===== src/rtl/post_uart.sv =====
// post_uart: captures POST-code writes to an I/O port into a small FIFO and
// sends them out as 8N1 UART on an otherwise unused pin.
//
// Ports:
//   iClk     bus clock
//   iRst     synchronous, active-high reset
//   iAddr    CPU address; only [15:0] is decoded
//   iWrData  CPU write data
//   iWr      I/O write strobe (one cycle per write)
//   iRd      I/O read strobe
//   oRdData  read data: last code at PORT, status at PORT+1
//   oSel     read select for the CPU data mux
//   oTx      UART TX line, idle high
//   oBusy    FIFO non-empty or frame in flight (registered)
//
// Status byte at PORT+1: {count[4:0], tx_busy, empty, overflow}.
//
// Optional feature macro POST_UART_HEX_EN: when defined, each byte goes out as
// two uppercase ASCII hex digits followed by CR LF; otherwise it is sent raw.

module post_uart #(
  parameter int unsigned CLK_IN = 20000000,
  parameter int unsigned BAUD   = 115200,
  parameter int unsigned DEPTH  = 16,
  parameter logic [15:0] PORT   = 16'h0080
) (
  input  logic        iClk,
  input  logic        iRst,
  input  logic [19:0] iAddr,
  input  logic [7:0]  iWrData,
  input  logic        iWr,
  input  logic        iRd,
  output logic [7:0]  oRdData,
  output logic        oSel,
  output logic        oTx,
  output logic        oBusy
);

  localparam int unsigned DIV  = CLK_IN / BAUD;
  localparam int unsigned CntW = (DIV > 1) ? $clog2(DIV) : 1;
  localparam int unsigned PtrW = (DEPTH > 1) ? $clog2(DEPTH) : 1;
  localparam logic [4:0]  DepthC = 5'(DEPTH);

  typedef enum logic [2:0] {StIdle, StLoad, StStart, StData, StStop} state_e;

  state_e            r_state, w_state_d;
  logic [CntW-1:0]   r_cnt, w_cnt_d;
  logic [2:0]        r_bit, w_bit_d;
  logic [7:0]        r_shift, w_shift_d;
  logic [7:0]        r_byte, w_byte_d;
  logic [7:0]        r_mem [DEPTH];
  logic [PtrW-1:0]   r_wptr, r_rptr;
  logic [4:0]        r_count;
  logic              r_ovf, r_tx, r_busy;
  logic [7:0]        r_last;

  logic w_hit_c, w_hit_s, w_wr_code, w_push, w_pop, w_ovf_evt;
  logic w_empty, w_full, w_tx_busy, w_tx, w_more_chars, w_more;
  logic w_cnt_last, w_cnt_early;
  logic [7:0] w_char, w_status, w_rd_data;
  logic w_unused_addr;

`ifdef POST_UART_HEX_EN
  logic [1:0] r_idx, w_idx_d;

  function automatic logic [7:0] hex_char(input logic [3:0] n);
    return (n < 4'd10) ? (8'h30 + {4'h0, n}) : (8'h37 + {4'h0, n});
  endfunction

  always_comb begin
    unique case (r_idx)
      2'd0:    w_char = hex_char(r_byte[7:4]);
      2'd1:    w_char = hex_char(r_byte[3:0]);
      2'd2:    w_char = 8'h0D;
      default: w_char = 8'h0A;
    endcase
  end
  assign w_more_chars = (r_idx != 2'd3);
`else
  assign w_char       = r_byte;
  assign w_more_chars = 1'b0;
`endif

  assign w_unused_addr = ^iAddr[19:16];

  assign w_hit_c   = (iAddr[15:0] == PORT);
  assign w_hit_s   = (iAddr[15:0] == PORT + 16'd1);
  assign w_empty   = (r_count == 5'd0);
  assign w_full    = (r_count == DepthC);
  assign w_tx_busy = (r_state != StIdle);
  assign w_wr_code = iWr & w_hit_c;
  // A pop in the same cycle frees a slot, so a push while full still lands.
  assign w_push    = w_wr_code & (~w_full | w_pop);
  assign w_ovf_evt = w_wr_code & w_full & ~w_pop;

  assign w_status  = {r_count, w_tx_busy, w_empty, r_ovf};
  assign oSel      = iRd & (w_hit_c | w_hit_s);

  always_comb begin
    w_rd_data = 8'h00;
    if (w_hit_c)      w_rd_data = r_last;
    else if (w_hit_s) w_rd_data = w_status;
  end
  assign oRdData = w_rd_data;

  assign w_cnt_last  = (r_cnt == CntW'(DIV - 1));
  // The LOAD cycle doubles as the final stop-bit clock when frames run back to back.
  assign w_cnt_early = (r_cnt == CntW'(DIV - 2));
  assign w_more      = w_more_chars | ~w_empty;

  always_comb begin
    w_state_d = r_state;
    w_cnt_d   = r_cnt;
    w_bit_d   = r_bit;
    w_shift_d = r_shift;
    w_byte_d  = r_byte;
    w_pop     = 1'b0;
    w_tx      = 1'b1;
`ifdef POST_UART_HEX_EN
    w_idx_d   = r_idx;
`endif
    unique case (r_state)
      StIdle: begin
        if (!w_empty) begin
          w_pop     = 1'b1;
          w_byte_d  = r_mem[r_rptr];
`ifdef POST_UART_HEX_EN
          w_idx_d   = 2'd0;
`endif
          w_state_d = StLoad;
        end
      end
      StLoad: begin
        w_shift_d = w_char;
        w_cnt_d   = '0;
        w_state_d = StStart;
      end
      StStart: begin
        w_tx = 1'b0;
        if (w_cnt_last) begin
          w_cnt_d   = '0;
          w_bit_d   = 3'd0;
          w_state_d = StData;
        end else begin
          w_cnt_d = r_cnt + 1'b1;
        end
      end
      StData: begin
        w_tx = r_shift[0];
        if (w_cnt_last) begin
          w_cnt_d   = '0;
          w_shift_d = {1'b0, r_shift[7:1]};
          w_bit_d   = r_bit + 3'd1;
          if (r_bit == 3'd7) w_state_d = StStop;
        end else begin
          w_cnt_d = r_cnt + 1'b1;
        end
      end
      StStop: begin
        if ((w_cnt_early && w_more) || w_cnt_last) begin
          if (w_more_chars) begin
`ifdef POST_UART_HEX_EN
            w_idx_d   = r_idx + 2'd1;
`endif
            w_state_d = StLoad;
          end else if (!w_empty) begin
            w_pop     = 1'b1;
            w_byte_d  = r_mem[r_rptr];
`ifdef POST_UART_HEX_EN
            w_idx_d   = 2'd0;
`endif
            w_state_d = StLoad;
          end else begin
            w_state_d = StIdle;
          end
        end else begin
          w_cnt_d = r_cnt + 1'b1;
        end
      end
      default: w_state_d = StIdle;
    endcase
  end

  always_ff @(posedge iClk) begin
    if (w_push) r_mem[r_wptr] <= iWrData;
  end

  always_ff @(posedge iClk) begin
    if (iRst) begin
      r_state <= StIdle;
      r_cnt   <= '0;
      r_bit   <= 3'd0;
      r_shift <= 8'h00;
      r_byte  <= 8'h00;
      r_wptr  <= '0;
      r_rptr  <= '0;
      r_count <= 5'd0;
      r_ovf   <= 1'b0;
      r_last  <= 8'h00;
      r_tx    <= 1'b1;
      r_busy  <= 1'b0;
`ifdef POST_UART_HEX_EN
      r_idx   <= 2'd0;
`endif
    end else begin
      r_state <= w_state_d;
      r_cnt   <= w_cnt_d;
      r_bit   <= w_bit_d;
      r_shift <= w_shift_d;
      r_byte  <= w_byte_d;
`ifdef POST_UART_HEX_EN
      r_idx   <= w_idx_d;
`endif
      r_tx    <= w_tx;
      r_busy  <= w_tx_busy | ~w_empty;
      if (w_wr_code) r_last <= iWrData;
      if (w_push) r_wptr <= r_wptr + PtrW'(1);
      if (w_pop)  r_rptr <= r_rptr + PtrW'(1);
      if (w_push && !w_pop)      r_count <= r_count + 5'd1;
      else if (w_pop && !w_push) r_count <= r_count - 5'd1;
      // An overflow in the same cycle as a status read wins.
      if (w_ovf_evt)               r_ovf <= 1'b1;
      else if (iRd && w_hit_s)     r_ovf <= 1'b0;
    end
  end

  assign oTx   = r_tx;
  assign oBusy = r_busy;

endmodule


===== config.mk =====
export PLATFORM = sky130hd
export DESIGN_NAME = post_uart
export DESIGN_NICKNAME = d
export VERILOG_FILES = /design/src/rtl/post_uart.sv
export SDC_FILE = /design/constraint.sdc
export NUM_CORES = 1
export LEC_CHECK = 0
export BUFFER_PORTS_ARGS = -buffer_cell sky130_fd_sc_hd__buf_4
export CAP_MARGIN = 15
export CORE_MARGIN = 2
export CORE_UTILIZATION = 61
export DETAILED_ROUTE_END_ITERATION = 12
export PLACE_DENSITY = 0.8
export SLEW_MARGIN = 10
export SYNTH_ARGS = -nofsm -noshare
export SYNTH_HDL_FRONTEND = slang
export SYNTH_SLANG_ARGS = --single-unit

===== constraint.sdc =====
create_clock -name iClk -period 4.65 [get_ports iClk]
set_clock_uncertainty 0.15 [all_clocks]
set_input_delay 0.465 -clock iClk [delete_from_list [all_inputs] [get_ports iClk]]
set_output_delay 0.465 -clock iClk [all_outputs]
set_load 0.005 [all_outputs]

==> reports/metrics.csv <==
stage,metric,value,unit
run_status,outcome,finished clean,
place,dp_hpwl,10.4,mm
timing,hold_viol_final,0,
grt,grt_first_pass_wirelength,25.1,mm
setup_path,worst-r2r-cell-count,14,
clock_network,cts-root-buf,clkbuf_16,
detailed_routing,first_iter_violations,556,
pwr,power_leakage,0.00306,uW
grt,busiest_layer,met2,
setup_path,path_max_fanout,16,
worst_hold_path,whs_path_depth,1,
clock_network,postCtsSetupRepairBufs,0,
yosys,synth_seq_area_share,0.638,
detailed_routing,drt_pass1_iterations,5,
detailed_routing,ant_nets,0,
setup_path,start_kind,flip-flop,
timing,min_period_over_period,0.917,
die,start_util,0.625,
clock_network,clk_pin_slew,70,ps
yosys,yosysUniqueCellTypes,53,
timing,tns,0,ps
setup_path,cp.arrival,4420,ps
yosys,synth_area,7850,sq um
layout,final_common_cell,edfxtp_1,
yosys,synth_top_cell_by_area,edfxtp_1,
yosys,yosys_warnings,0,
timing,slew_violations,0,
clock_network,h-tree-depth,4,
layout,layout_common_cells,"128 x edfxtp_1, 62 x nor2_1, 57 x dfxtp_1, 40 x buf_4, 36 x mux2i_1",
grt,use_met1,0.303,
timing,worst_pin_slew,1090,ps
yosys,synth.area.top_cells,"edfxtp_1 49%, dfxtp_1 15%, mux4_2 9.2%, mux2i_1 4.6%, nor2_1 3.0%",
die,coreArea,12600,sq um
clock_network,cts_tree,yes,
detailed_routing,via_per_inst,6.20,
clock_network,cts_buffers,17,
clock_network,clockBufferDepth,2,
worst_hold_path,hold_class,primary input to flip-flop,
place,dp_slack,493,ps
die,die_h,117,um
place,routabilityCongestion,0.900,
pwr,powerDensity,465,nW/um^2
clock_network,ctsHoldBuffers,0,
grt,grtUsageMet2,0.421,
clock_network,cts.sinks,186,
yosys,synth_top_cell_area_share,0.490,
setup_path,end_kind,flip-flop,
grt,met3_usage,0.0584,
grt,grt_pass1_vias,4607,
die,fp-row-count,41,
yosys,syn_avg_cell_area,14.7,sq um
job,cap_violations,0,
clock_network,cts_resized,0,
clock_network,insertion_delay,430,ps
timing,finalCriticalPeriod,4260,ps
timing,setup_ws,388,ps
grt,grt_use_total,0.242,
pwr,ir_drop,0.487,mV
detailed_routing,num_vias,4647,
timing,fmax,235,MHz
grt,grt_max_degree,55,
timing,rsz0062_at_grt,false,
yosys,synth_nets,581,
detailed_routing,drt_wl_total,16.0,mm
layout,areaGrowthSynthToFinish,12.1,%
yosys,synth_cells,534,
yosys,synth-seq-cells,186,
detailed_routing,post_drt_wl_per_cell,21.3,um
layout,diodes,0,
grt,antenna_found_initial,0,
die,die_w,117,um
layout,fin_nets,612,
setup_path,worstSetupPathType,flip-flop to flip-flop,
place,placement.io_buffers,38,
setup_path,cp.required,4810,ps
timing,whs,215,ps
timing,max_slew_margin,0.274,
detailed_routing,route.detailed.drc,0,
grt,grt-ovfl-total,0,
die,die_area,13800,sq um
layout,drive_gt1_frac,0.215,
timing,finalSetupViolations,0,
die,ios,43,
logic make-up after synthesis:
family | after synthesis | synth area share
buffers and inverters | 41 | 0.0218
AO/OA/AOI/OAI | 59 | 0.0551
adder cells (fa/ha/maj) | 15 | 0.0249
XOR/XNOR | 14 | 0.0156
multiplexers | 76 | 0.149
flip-flops | 186 | 0.638
AND/OR/NAND/NOR | 143 | 0.0958
worst paths after layout:
kind                                       startpoint                       to  slack [ps]
worst max register to register  r_cnt[0]$_SDFFE_PP0P_  r_count[4]$_SDFFE_PP0P_         390
worst min register to register  r_bit[1]$_SDFFE_PP0P_    r_bit[1]$_SDFFE_PP0P_         310
worst min-delay path                       iWrData[1]    r_mem[5][1]$_DFFE_PP_         220
worst max-delay path            r_cnt[0]$_SDFFE_PP0P_  r_count[4]$_SDFFE_PP0P_         390
worst max-delay path, cell delays in order, from the launching register on:
cell	delay, ps
dfxtp_1	340
inv_1	110
ha_1	230
mux2i_1	180
nor4_1	590
o211ai_1	240
inv_1	410
ha_1	310
inv_1	120
ha_1	310
nor2b_1	140
o21a_1	170
or3_1	300
a21oi_1	180
mux2_2	350
state kept, by name, summed over array words and instances (netlist names), 4 cells and up, named ones only:
register	count
r_last	8
r_mem	128
r_cnt	8
r_rptr	4
r_wptr	4
r_shift	8
r_count	5
r_byte	8
area by class of cell:
type,count,area [sq um]
sequential,186,5010
fill,820,3770
multi-input combinational,307,2670
clock buffer,18,429
timing repair buffer,40,300
tap,172,215
clock inverter,14,123
inverter,13,51.3
stage by stage:
stage	util	area [sq um]	power (uW)	cells
after global placement	0.656	8250	2730	718
after floorplan	-	7850	2580	534
after global routing	0.700	8800	4260	750
after CTS	0.700	8800	4110	750
after detailed placement	0.656	8250	2770	718
final	0.700	8800	4090	750
where the power goes:
group / switching (uW) / internal (uW) / leakage [uW]
combinational: 363 / 378 / 0.00117
sequential: 148 / 1850 / 0.00162
clock: 648 / 706 / 0.000270
total: 1160 / 2930 / 0.00306
cell usage after synthesis, drive strengths merged:
| library cell | n |
|---|---|
| ha | 14 |
| nand4 | 4 |
| and2 | 6 |
| o41ai | 7 |
| nor4 | 6 |
| o21a | 1 |
| o211ai | 2 |
| o311a | 1 |
| edfxtp | 128 |
| and3 | 13 |
| mux2i | 36 |
| dfxtp | 58 |
| nand4b | 1 |
| a211oi | 2 |
| or2 | 2 |
| nor3b | 2 |
| a21oi | 13 |
| nand2b | 3 |
| o21ai | 7 |
| buf | 9 |
| a2111o | 1 |
| nor2 | 63 |
| mux4 | 32 |
| nor3 | 2 |
| or3 | 4 |
| nand2 | 10 |
| o31ai | 2 |
| or4 | 1 |
| and4 | 1 |
| nor2b | 9 |
| mux2 | 8 |
| a22oi | 3 |
| nand3 | 8 |
| o311ai | 1 |
| xor2 | 9 |
| inv | 13 |
| o22ai | 14 |
| fa | 1 |
| a2111oi | 1 |
| o2111ai | 2 |
| xnor2 | 5 |
| or3b | 1 |
| clkbuf | 19 |
| nand3b | 7 |
| o21bai | 2 |
per-layer routing:
| layer | vias to the layer above | part of all wire |
|---|---|---|
| li1 | 2111 | - |
| met1 | 2329 | 0.39 |
| met2 | 184 | 0.53 |
| met3 | 23 | 0.068 |
| met4 | 0 | 0.015 |
| met5 | - | 0 |
No activity file was read; power rests on OpenSTA's default activity.
